--- src/rtl/ysyx_041461_lsu_pkg.sv ---
// ysyx_041461_lsu_pkg: shared LSU op encodings, trap codes, FSM state
// encoding and access-size helpers used by the LSU and its aligner.
package ysyx_041461_lsu_pkg;

   typedef enum logic [3:0] {
      LSU_NOP = 4'd0,
      LSU_LB  = 4'd1,
      LSU_LH  = 4'd2,
      LSU_LW  = 4'd3,
      LSU_LD  = 4'd4,
      LSU_LBU = 4'd5,
      LSU_LHU = 4'd6,
      LSU_LWU = 4'd7,
      LSU_SB  = 4'd8,
      LSU_SH  = 4'd9,
      LSU_SW  = 4'd10,
      LSU_SD  = 4'd11
   } lsu_op_e;

   localparam logic [3:0] TRAP_NOP            = 4'd0;
   localparam logic [3:0] TRAP_LOAD_MISALIGN  = 4'd4;
   localparam logic [3:0] TRAP_STORE_MISALIGN = 4'd6;

   typedef enum logic [1:0] {
      S_IDLE = 2'd0,
      S_REQ  = 2'd1,
      S_WAIT = 2'd2,
      S_DONE = 2'd3
   } lsu_state_e;

   function automatic logic lsu_is_load(input logic [3:0] ctrl);
      logic r;
      case (ctrl)
         LSU_LB, LSU_LH, LSU_LW, LSU_LD,
         LSU_LBU, LSU_LHU, LSU_LWU: r = 1'b1;
         default:                   r = 1'b0;
      endcase
      return r;
   endfunction

   function automatic logic lsu_is_store(input logic [3:0] ctrl);
      logic r;
      case (ctrl)
         LSU_SB, LSU_SH, LSU_SW, LSU_SD: r = 1'b1;
         default:                        r = 1'b0;
      endcase
      return r;
   endfunction

   // log2 of the access size in bytes (0 for non-memory ops)
   function automatic logic [1:0] lsu_size_log2(input logic [3:0] ctrl);
      logic [1:0] r;
      case (ctrl)
         LSU_LB, LSU_LBU, LSU_SB: r = 2'd0;
         LSU_LH, LSU_LHU, LSU_SH: r = 2'd1;
         LSU_LW, LSU_LWU, LSU_SW: r = 2'd2;
         LSU_LD, LSU_SD:          r = 2'd3;
         default:                 r = 2'd0;
      endcase
      return r;
   endfunction

   // Byte offset with the low bits cleared down to the access size
   function automatic logic [2:0] lsu_eff_offset(input logic [3:0] ctrl, input logic [2:0] a);
      logic [2:0] r;
      case (lsu_size_log2(ctrl))
         2'd0:    r = a;
         2'd1:    r = {a[2:1], 1'b0};
         2'd2:    r = {a[2], 2'b00};
         default: r = 3'b000;
      endcase
      return r;
   endfunction

   // True when the byte offset is not a multiple of the access size
   function automatic logic lsu_misaligned(input logic [3:0] ctrl, input logic [2:0] a);
      logic r;
      case (lsu_size_log2(ctrl))
         2'd1:    r = a[0];
         2'd2:    r = |a[1:0];
         2'd3:    r = |a;
         default: r = 1'b0;
      endcase
      return r;
   endfunction

endpackage

--- src/rtl/ysyx_041461_lsu_align.sv ---
// ysyx_041461_lsu_align: combinational byte-lane steering. Produces store
// strobes and lane-shifted store data, and the aligned, extended load value.
module ysyx_041461_lsu_align
   import ysyx_041461_lsu_pkg::*;
(
   input  logic [3:0]  ctrl,
   input  logic [2:0]  a,
   input  logic [63:0] wdata,
   input  logic [63:0] rdata,
   output logic [7:0]  wmask,
   output logic [63:0] wdata_sh,
   output logic [63:0] load_data
);

   logic [63:0] rdata_sh;

   // Place store data on its byte lanes and select the matching strobes.
   always_comb begin
      wdata_sh = wdata << {a, 3'b000};
      case (ctrl)
         LSU_SB:  wmask = 8'h01 << a;
         LSU_SH:  wmask = 8'h03 << a;
         LSU_SW:  wmask = 8'h0F << a;
         LSU_SD:  wmask = 8'hFF;
         default: wmask = 8'h00;
      endcase
   end

   // Bring the addressed bytes down to bit 0, then sign- or zero-extend.
   always_comb begin
      rdata_sh = rdata >> {a, 3'b000};
      case (ctrl)
         LSU_LB:  load_data = {{56{rdata_sh[7]}}, rdata_sh[7:0]};
         LSU_LH:  load_data = {{48{rdata_sh[15]}}, rdata_sh[15:0]};
         LSU_LW:  load_data = {{32{rdata_sh[31]}}, rdata_sh[31:0]};
         LSU_LD:  load_data = rdata_sh;
         LSU_LBU: load_data = {56'h0, rdata_sh[7:0]};
         LSU_LHU: load_data = {48'h0, rdata_sh[15:0]};
         LSU_LWU: load_data = {32'h0, rdata_sh[31:0]};
         default: load_data = 64'h0;
      endcase
   end

endmodule

--- src/rtl/ysyx_041461_lsu.sv ---
// ysyx_041461_lsu: load/store stage between execute and writeback.
// One memory request in flight at a time; registered outputs throughout.
// Optional feature macro YSYX_041461_LSU_MISALIGN_TRAP_EN: when defined a
// misaligned access traps (4 load / 6 store) instead of being masked down.
module ysyx_041461_lsu
   import ysyx_041461_lsu_pkg::*;
#(
   parameter int ADDR_W = 64,
   parameter int DATA_W = 64
) (
   input  logic                clk,
   input  logic                rst_n,
   input  logic                in_valid,
   output logic                in_ready,
   input  logic [63:0]         in_pc,
   input  logic [3:0]          in_trap,
   input  logic [3:0]          in_ctrl,
   input  logic [ADDR_W-1:0]   in_exe,
   input  logic [DATA_W-1:0]   in_wdata,
   output logic                mem_req_valid,
   input  logic                mem_req_ready,
   output logic [ADDR_W-1:0]   mem_req_addr,
   output logic                mem_req_wen,
   output logic [DATA_W-1:0]   mem_req_wdata,
   output logic [DATA_W/8-1:0] mem_req_wmask,
   input  logic                mem_rsp_valid,
   input  logic [DATA_W-1:0]   mem_rsp_rdata,
   output logic                out_valid,
   input  logic                out_ready,
   output logic [63:0]         out_pc,
   output logic [3:0]          out_trap,
   output logic [63:0]         out_data
);

   lsu_state_e  state;
   logic [3:0]  ctrl_q;
   logic [2:0]  off_q;

   logic [3:0]  align_ctrl;
   logic [2:0]  align_off;
   logic [7:0]  align_wmask;
   logic [63:0] align_wdata;
   logic [63:0] align_load;
   logic        is_mem;
   logic        misalign;

   // Steer the aligner: the incoming op while idle, the latched op afterwards.
   always_comb begin
      if (state == S_IDLE) begin
         align_ctrl = in_ctrl;
         align_off  = lsu_eff_offset(in_ctrl, in_exe[2:0]);
      end else begin
         align_ctrl = ctrl_q;
         align_off  = off_q;
      end
   end

   // Classify the incoming op: memory access and whether it must trap as misaligned.
   always_comb begin
      is_mem = lsu_is_load(in_ctrl) | lsu_is_store(in_ctrl);
`ifdef YSYX_041461_LSU_MISALIGN_TRAP_EN
      misalign = lsu_misaligned(in_ctrl, in_exe[2:0]);
`else
      misalign = 1'b0;
`endif
   end

   ysyx_041461_lsu_align u_align (
      .ctrl      (align_ctrl),
      .a         (align_off),
      .wdata     (in_wdata),
      .rdata     (mem_rsp_rdata),
      .wmask     (align_wmask),
      .wdata_sh  (align_wdata),
      .load_data (align_load)
   );

   // Stage FSM: accept, issue request, await response, hand off result.
   always_ff @(posedge clk) begin
      if (!rst_n) begin
         state         <= S_IDLE;
         ctrl_q        <= 4'd0;
         off_q         <= 3'd0;
         in_ready      <= 1'b1;
         mem_req_valid <= 1'b0;
         mem_req_addr  <= '0;
         mem_req_wen   <= 1'b0;
         mem_req_wdata <= '0;
         mem_req_wmask <= '0;
         out_valid     <= 1'b0;
         out_pc        <= 64'h0;
         out_trap      <= 4'd0;
         out_data      <= 64'h0;
      end else begin
         case (state)
            S_IDLE: begin
               if (in_valid) begin
                  in_ready <= 1'b0;
                  out_pc   <= in_pc;
                  ctrl_q   <= in_ctrl;
                  off_q    <= align_off;
                  if (in_trap != TRAP_NOP) begin
                     // Upstream trap wins over everything and suppresses memory
                     out_trap  <= in_trap;
                     out_data  <= 64'h0;
                     out_valid <= 1'b1;
                     state     <= S_DONE;
                  end else if (!is_mem) begin
                     out_trap  <= TRAP_NOP;
                     out_data  <= in_exe;
                     out_valid <= 1'b1;
                     state     <= S_DONE;
                  end else if (misalign) begin
                     out_trap  <= lsu_is_store(in_ctrl) ? TRAP_STORE_MISALIGN : TRAP_LOAD_MISALIGN;
                     out_data  <= 64'h0;
                     out_valid <= 1'b1;
                     state     <= S_DONE;
                  end else begin
                     out_trap      <= TRAP_NOP;
                     mem_req_valid <= 1'b1;
                     mem_req_addr  <= {in_exe[ADDR_W-1:3], 3'b000};
                     mem_req_wen   <= lsu_is_store(in_ctrl);
                     mem_req_wdata <= align_wdata;
                     mem_req_wmask <= align_wmask;
                     state         <= S_REQ;
                  end
               end
            end
            S_REQ: begin
               if (mem_req_ready) begin
                  mem_req_valid <= 1'b0;
                  state         <= S_WAIT;
               end
            end
            S_WAIT: begin
               if (mem_rsp_valid) begin
                  out_data  <= lsu_is_store(ctrl_q) ? 64'h0 : align_load;
                  out_valid <= 1'b1;
                  state     <= S_DONE;
               end
            end
            S_DONE: begin
               if (out_ready) begin
                  out_valid <= 1'b0;
                  in_ready  <= 1'b1;
                  state     <= S_IDLE;
               end
            end
            default: begin
               state         <= S_IDLE;
               in_ready      <= 1'b1;
               mem_req_valid <= 1'b0;
               out_valid     <= 1'b0;
            end
         endcase
      end
   end

endmodule

--- config.mk ---
export PLATFORM = sky130hd
export DESIGN_NAME = ysyx_041461_lsu
export DESIGN_NICKNAME = d
export VERILOG_FILES = /design/src/rtl/ysyx_041461_lsu_pkg.sv /design/src/rtl/ysyx_041461_lsu_align.sv /design/src/rtl/ysyx_041461_lsu.sv
export SDC_FILE = /design/constraint.sdc
export NUM_CORES = 1
export LEC_CHECK = 0
export BUFFER_PORTS_ARGS = -buffer_cell sky130_fd_sc_hd__buf_2
export CORE_AREA = 5 5 208 210
export CTS_CLUSTER_DIAMETER = 150
export DETAILED_ROUTE_END_ITERATION = 7
export DIE_AREA = 0 0 213 215
export GPL_ROUTABILITY_DRIVEN = 0
export PLACE_DENSITY_LB_ADDON = 0.15
export SLEW_MARGIN = 10
export SYNTH_ARGS = -nofsm -noshare
export SYNTH_HDL_FRONTEND = slang
export SYNTH_SLANG_ARGS = --single-unit
--- constraint.sdc ---
create_clock -name clk -period 4 [get_ports clk]
set_clock_uncertainty 0.15 [all_clocks]
set_input_delay 0.8 -clock clk [delete_from_list [all_inputs] [get_ports clk]]
set_output_delay 0.8 -clock clk [all_outputs]
set_load 0.05 [all_outputs]
==> results of run 1 <==
metrics by stage:
stage          hold WS (ps)  cells
2_1_floorplan           281   1862
3_3_place_gp            288   2843
3_5_place_dp            293   2843
4_1_cts                 300   2901
5_1_grt                 322   2906
6_report                300   2913
path summary, 6_finish.rpt:
check / slack [ps] / cells past startpoint / startpoint / endpoint
max reg2reg: 440 / 9 / state[0] / out_data[35]
max: 270 / 11 / in_ctrl[0] / out_data[35]
min reg2reg: 300 / 2 / mem_req_addr[13] / mem_req_addr[13]
min: 300 / 2 / mem_req_addr[13] / mem_req_addr[13]
critical path, delay by kind of cell:
kind,cells,cell delay (ps)
AO/OA/AOI/OAI,4,1050
multiplexers,2,950
buffers and inverters,3,590
adder cells (fa/ha/maj),1,300
AND/OR/NAND/NOR,1,190
state kept, by name, summed over array words and instances (netlist names):
signal         flops
out_pc            64
mem_req_addr      61
out_valid          1
mem_req_valid      1
ctrl_q             4
state              2
off_q              3
mem_req_wmask      8
out_trap           4
out_data          64
mem_req_wen        1
in_ready           1
mem_req_wdata     64
final cells by class:
cell class	instances	area [sq um]
tap	539	674
clock buffer	51	1010
clock inverter	7	66.3
inverter	10	42.5
sequential	278	5570
timing repair buffer	610	3380
multi-input combinational	1406	7940
fill	4252	22700
antenna	12	30.0
per-layer routing:
metal | GRT usage (%) | part of all wire, % | vias up
met3 | 7.86 | 10 | 167
li1 | - | - | 7592
met2 | 42.7 | 45 | 848
met4 | 12.3 | 4.7 | 20
met5 | 0 | 0.22 | -
met1 | 35.3 | 40 | 7539
power by group through the flow:
| stage | Clock [mW] | Sequential, mW | Combinational, mW |
|---|---|---|---|
| floorplan | 0 | 4.66 | 3.28 |
| global placement | 0 | 3.44 | 6.60 |
| detailed placement | 0 | 3.45 | 6.64 |
| CTS | 3.12 | 3.40 | 6.66 |
| global route | 3.24 | 3.45 | 7.15 |
| finish | 3.05 | 3.40 | 6.72 |
logic make-up (layout without fill, tap and decap cells):
logic type	count (synthesis)	count (layout)	share of synthesized area, %
other cells	1	15	0.0264
flops	278	278	39.2
simple gates	725	725	21.1
buf+inv	178	678	5.43
compound gates	562	562	25.8
fa+ha+maj	9	9	0.793
mux	107	107	7.70
Yosys cell counts (3+ instances only):
| cell | number |
|---|---|
| ha_1 | 9 |
| a22oi_1 | 25 |
| and3_1 | 31 |
| clkbuf_1 | 127 |
| inv_1 | 10 |
| and2_1 | 4 |
| buf_6 | 6 |
| a221oi_1 | 15 |
| buf_2 | 19 |
| a32oi_1 | 20 |
| nor2_1 | 113 |
| nand2b_1 | 4 |
| nor3_1 | 23 |
| a311oi_1 | 9 |
| o21a_1 | 5 |
| o31a_1 | 3 |
| mux2i_1 | 100 |
| o22ai_1 | 4 |
| nand3_1 | 43 |
| dfxtp_1 | 278 |
| o221ai_1 | 11 |
| o311ai_0 | 4 |
| a31oi_1 | 21 |
| o2bb2ai_1 | 7 |
| mux2_2 | 4 |
| nor2b_1 | 3 |
| a211o_1 | 7 |
| nand2_1 | 489 |
| o221a_2 | 4 |
| a2111oi_0 | 7 |
| o21ai_0 | 60 |
| o211ai_1 | 11 |
| a2bb2oi_1 | 9 |
| buf_1 | 7 |
| a2111oi_2 | 8 |
| a222oi_1 | 8 |
| o41ai_1 | 8 |
| a211oi_1 | 40 |
| a21oi_1 | 258 |
| buf_4 | 9 |
==> results.yml, run 1 <==
logic_synthesis:
  netlist_instances: 1860
  synth_edf_count: 0
  ys_seq_elements: 278
  yosysUniqueCellTypes: 68
  synth.area.top_cells: "dfxtp_1, nand2_1, a21oi_1"
  netlist.area_leader.share_pct: 39.2
  yosys_warnings: 0
  async_flop_share_pct: 0
  synth_ff_type: "dfxtp_1"
  yosys.area.top_type: "dfxtp_1"
  syn_area_per_cell_sq_um: 7.64
  yosysSeqAreaShare_pct: 39.2
  netlist_area_sq_mm: 0.0142
timing:
  max_freq_mhz: 268
  rsz0062_at_grt: "false"
  setup_violations: 0
  tightestPinTransition_ps: 1090
  hold_violations: 0
  maxSlewViolCount: 0
  layout_setup_ws_ps: 267
  relSlewSlack_pct: 27.1
  period_share_pct: 93.3
  finalSetupTns_ps: 0
  period_needed_ps: 3730
global_routing:
  grt_pass1_wl_mm: 97.7
  grt_pass1_vias: 15500
  grt_antenna_before_repair: 23
  grt_start_max_net_pins: 130
  grt_use_total_pct: 27.4
  overflow: 0
power_and_ir_drop:
  p_switching_mw: 6.22
  switching_share_pct: 47.2
  peakVddDrop_uv: 340
  power.total_mw: 13.2
  p_leak_nw: 8.55
  internal_power_mw: 6.95
  power.density_mw_per_mm2: 704
  clkPwrFrac_pct: 23.1
  seqPwrFrac_pct: 25.8
  p_comb_share_pct: 51.0
min_path:
  hp-class: "flop to flop"
placement:
  io_buffers: 538
  placed_cell_area_sq_mm: 0.0176
  dp_slack_ps: -190
  hpwl_mm: 50.3
cells_and_area:
  fin_area_sq_mm: 0.0187
  final_common_cell: "buf_2"
  design.final.nets: 2620
  area_growth_pct: 31.7
  drive_above_1_share_pct: 29.8
  final_util_pct: 45.2
  most-common-layout-cells: "buf_2, nand2_1, dfxtp_1, a21oi_1, nor2_1"
setup_path:
  cp_data_arrival_time_ps: 3960
  worst-endpoint-required_ps: 4230
  cpMaxStageDelayCell: "mux2i_1"
  cp_common_cell: "mux2i_1"
  worstSetupStartpointType: "input pin"
  path_cells: "buf_2 -> inv_1 -> ha_1 -> and2_4 -> o31ai_4 -> o31a_2 -> buf_12 -> mux2i_1 -> mux2i_1 -> a211oi_1 -> a21oi_1"
  max_stage_delay_ps: 610
  path_class: "input pin to flop"
  endpoint_kind: "flop"
  crit_fanout: 56
floorplan:
  die_width_microns: 213
  fp-row-count: 75
  dieArea_sq_mm: 0.0458
  ioPinCount: 542
  fp.dieH_microns: 215
  core_sq_mm: 0.0414
  start_util_pct: 34.3
clocking:
  clock-sinks: 278
  clockBufferDepth: 3
  clk_pin_slew_ps: 60
  cts_root_buf: "clkbuf_16"
  hold_buffers: 0
  cts_resized: 0
  cts_tree: "done"
  htreeDepth: 2
  cts_buffers: 35
  insertion_delay_ps: 540
  post-cts-setup-buffers: 0
detailed_routing:
  via_per_inst: 5.55
  wl_mm: 66.6
  avgRoutedWirePerCell_microns: 22.9
  num_vias: 16200
  ant_nets: 0
  remaining_drc_errors: 0
  dr.pass1.iters: 6
  drtIter0Drc: 1675
outcome:
  outcome: "finished clean"
job:
  cap_violations: 0
(Power assumes the default switching activity.)
==> run 2, diff against run 1 <==
ABC_AREA = 1   (was not set)
CORE_AREA = 5 5 205 207   (was 5 5 208 210)
DIE_AREA = 0 0 210 212   (was 0 0 213 215)
SYNTH_HIERARCHICAL = 1   (was not set)
==> results.yml, run 2 <==
cells_and_area:
  drive_above_1_share_pct: 23.6
  most-common-layout-cells: "nand2_1, buf_2, nor2_1, dfxtp_1, o21ai_0"
  n_fill_cell: 4252
  reg_top3: "mem_req_wdata: 64 flops, out_data: 64 flops, out_pc: 64 flops"
  final_common_cell: "nand2_1"
  area_growth_pct: 25.3
  design.final.nets: 3174
  fin_area_sq_mm: 0.0199
  final_cells: 3459
logic_synthesis:
  ys_seq_elements: 278
  synth_most_common_cell: "nand2_1"
  yosys_warnings: 6
  synth_common_cells: "nand2_1, nor2_1, dfxtp_1"
  netlist_instances: 2460
  synth_ff_type: "dfxtp_1"
  yosysSeqAreaShare_pct: 35.0
  netlist_area_sq_mm: 0.0159
  synth_edf_count: 0
  async_flop_share_pct: 0
  syn_area_per_cell_sq_um: 6.47
  synth.area.top_cells: "dfxtp_1, nand2_1, o21ai_0"
  netlist.area_leader.share_pct: 35.0
  yosysUniqueCellTypes: 43
  yosys.area.top_type: "dfxtp_1"
power_and_ir_drop:
  switching_share_pct: 51.7
  seqPwrFrac_pct: 23.0
  p_leak_nw: 9.42
  peakVddDrop_uv: 496
  p_comb_share_pct: 59.3
  p_switching_mw: 8.13
  power.density_mw_per_mm2: 789
  power.total_mw: 15.7
  clkPwrFrac_pct: 17.8
  internal_power_mw: 7.61
timing:
  hold_violations: 0
  setup_violations: 0
  relSlewSlack_pct: 35.3
  maxSlewViolCount: 0
  rsz0062_at_grt: "false"
  period_share_pct: 87.3
  max_freq_mhz: 286
  finalSetupTns_ps: 0
  hold_slack_ps: 296
  period_needed_ps: 3490
  tightestPinTransition_ps: 966
clocking:
  post-cts-setup-buffers: 0
  clockBufferDepth: 3
  clk_pin_slew_ps: 60
  cts_tree: "done"
  insertion_delay_ps: 590
  clock-sinks: 278
  cts_root_buf: "clkbuf_16"
  htreeDepth: 1
  hold_buffers: 0
  cts_resized: 0
  cts_buffers: 31
detailed_routing:
  wl_mm: 64.0
  drtIter0Drc: 1411
  remaining_drc_errors: 0
  dr.pass1.iters: 7
  via_per_inst: 5.19
  ant_nets: 0
  num_vias: 18000
  avgRoutedWirePerCell_microns: 18.5
setup_path:
  cpMaxStageDelayCell: "o21ai_0"
  crit_fanout: 47
  reg2reg_slack_ps: 510
  path_cells: "inv_1 -> ha_1 -> inv_1 -> nor2_1 -> nand3b_1 -> nand2_4 -> buf_12 -> buf_4 -> o21ai_0 -> o21ai_0 -> nor2_1 -> nor2_1 -> inv_1 -> o21ai_0 -> nand3b_1 -> nand2_1 -> nor2_1"
  worstSetupStartpointType: "flop"
  endpoint_kind: "flop"
  cp-startpoint: "state[0]"
  path_class: "flop to flop"
  cp_common_cell: "nor2_1"
  rr_startpoint: "state[0]"
  cp-endpoint: "out_data[2]"
  r2r-end: "out_data[2]"
  worst-endpoint-required_ps: 4370
  cp_data_arrival_time_ps: 3870
  rr_worst_depth: 17
  max_stage_delay_ps: 430
global_routing:
  grt_start_max_net_pins: 146
  overflow: 0
  grt_antenna_before_repair: 12
  grt_pass1_wl_mm: 96.9
  grt_use_total_pct: 26.9
  grt_pass1_vias: 17200
floorplan:
  fp.dieH_microns: 212
  ioPinCount: 542
  fp-row-count: 74
  start_util_pct: 39.6
  die_width_microns: 210
  core_sq_mm: 0.0402
  dieArea_sq_mm: 0.0445
job:
  cap_violations: 0
placement:
  hpwl_mm: 48.5
  io_buffers: 538
  dp_cells: 3394
  placed_cell_area_sq_mm: 0.0189
outcome:
  outcome: "finished clean"
min_path:
  hp-class: "flop to flop"
[run 2: changes by cell type after synthesis, sizes merged, moves of 42 or more]
cell / delta
buf: +77
a21oi: -162
o21ai: +192
nand3b: +63
nand2: +241
nor2: +182
mux2i: -101
clkbuf: -42
nand3: +114
a21boi: +131
inv: +127
[run 2: routing by layer]
layer	up-vias	wire length, microns	GRT usage [%]
met1	8246	25400	32.5
met4	2	3100	12.4
li1	8890	-	-
met2	686	30800	46.2
met3	145	4780	5.68
met5	-	13	0
[run 2: worst min-delay path by stage]
stage               startpoint         end  slack [ps]  cells past startpoint
finish               ctrl_q[0]   ctrl_q[0]         300                      2
global route         in_pc[40]  out_pc[40]         300                      3
CTS                  in_pc[27]  out_pc[27]         280                      3
detailed placement   ctrl_q[0]   ctrl_q[0]         290                      2
global placement     ctrl_q[0]   ctrl_q[0]         290                      2
floorplan            ctrl_q[0]   ctrl_q[0]         270                      2
[run 2: final cells by class]
| cell class | count | area (sq um) | share of cell area, % |
|---|---|---|---|
| multi-input cells | 1842 | 8820 | 44.2 |
| flip-flops and latches | 278 | 5570 | 27.9 |
| repair buffers | 603 | 3350 | 16.8 |
| clock buffers | 44 | 895 | 4.49 |
| well taps | 532 | 666 | 3.34 |
| inverters | 139 | 527 | 2.64 |
| clock inverters | 12 | 95.1 | 0.477 |
| diodes | 9 | 22.5 | 0.113 |
[run 2: through the flow]
step,util (%),setup slack [ps]
final,49.6,506
after global routing,49.6,249
after CTS,49.6,529
after detailed placement,47.1,-14.5
after global placement,47.1,77.7
after floorplan,-,856
[run 2: power groups by stage]
| stage | Combinational (mW) | Clock (mW) | Sequential (mW) |
|---|---|---|---|
| after floorplan | 4.97 | 0 | 5.39 |
| after global placement | 9.24 | 0 | 3.66 |
| after detailed placement | 9.28 | 0 | 3.67 |
| after CTS | 9.30 | 2.85 | 3.62 |
| after global routing | 10.2 | 2.97 | 3.68 |
| final | 9.33 | 2.79 | 3.61 |
[run 2: kinds of logic (layout without fill, tap and decap cells)]
group	Yosys count	count (layout)	synth area share (%)
AND/OR/NAND/NOR	1305	1305	34.8
AO/OA/AOI/OAI	525	525	19.4
buffers and inverters	342	798	10.0
flip-flops	278	278	35.0
adder cells (fa/ha/maj)	9	9	0.708
other	1	12	0.0236
[run 2: critical path, delay by kind of cell, from the launching register on]
kind | cells | cell delay [ps]
fa+ha+maj | 1 | 340
flops | 1 | 340
buf+inv | 5 | 800
simple gates | 8 | 990
compound gates | 3 | 800
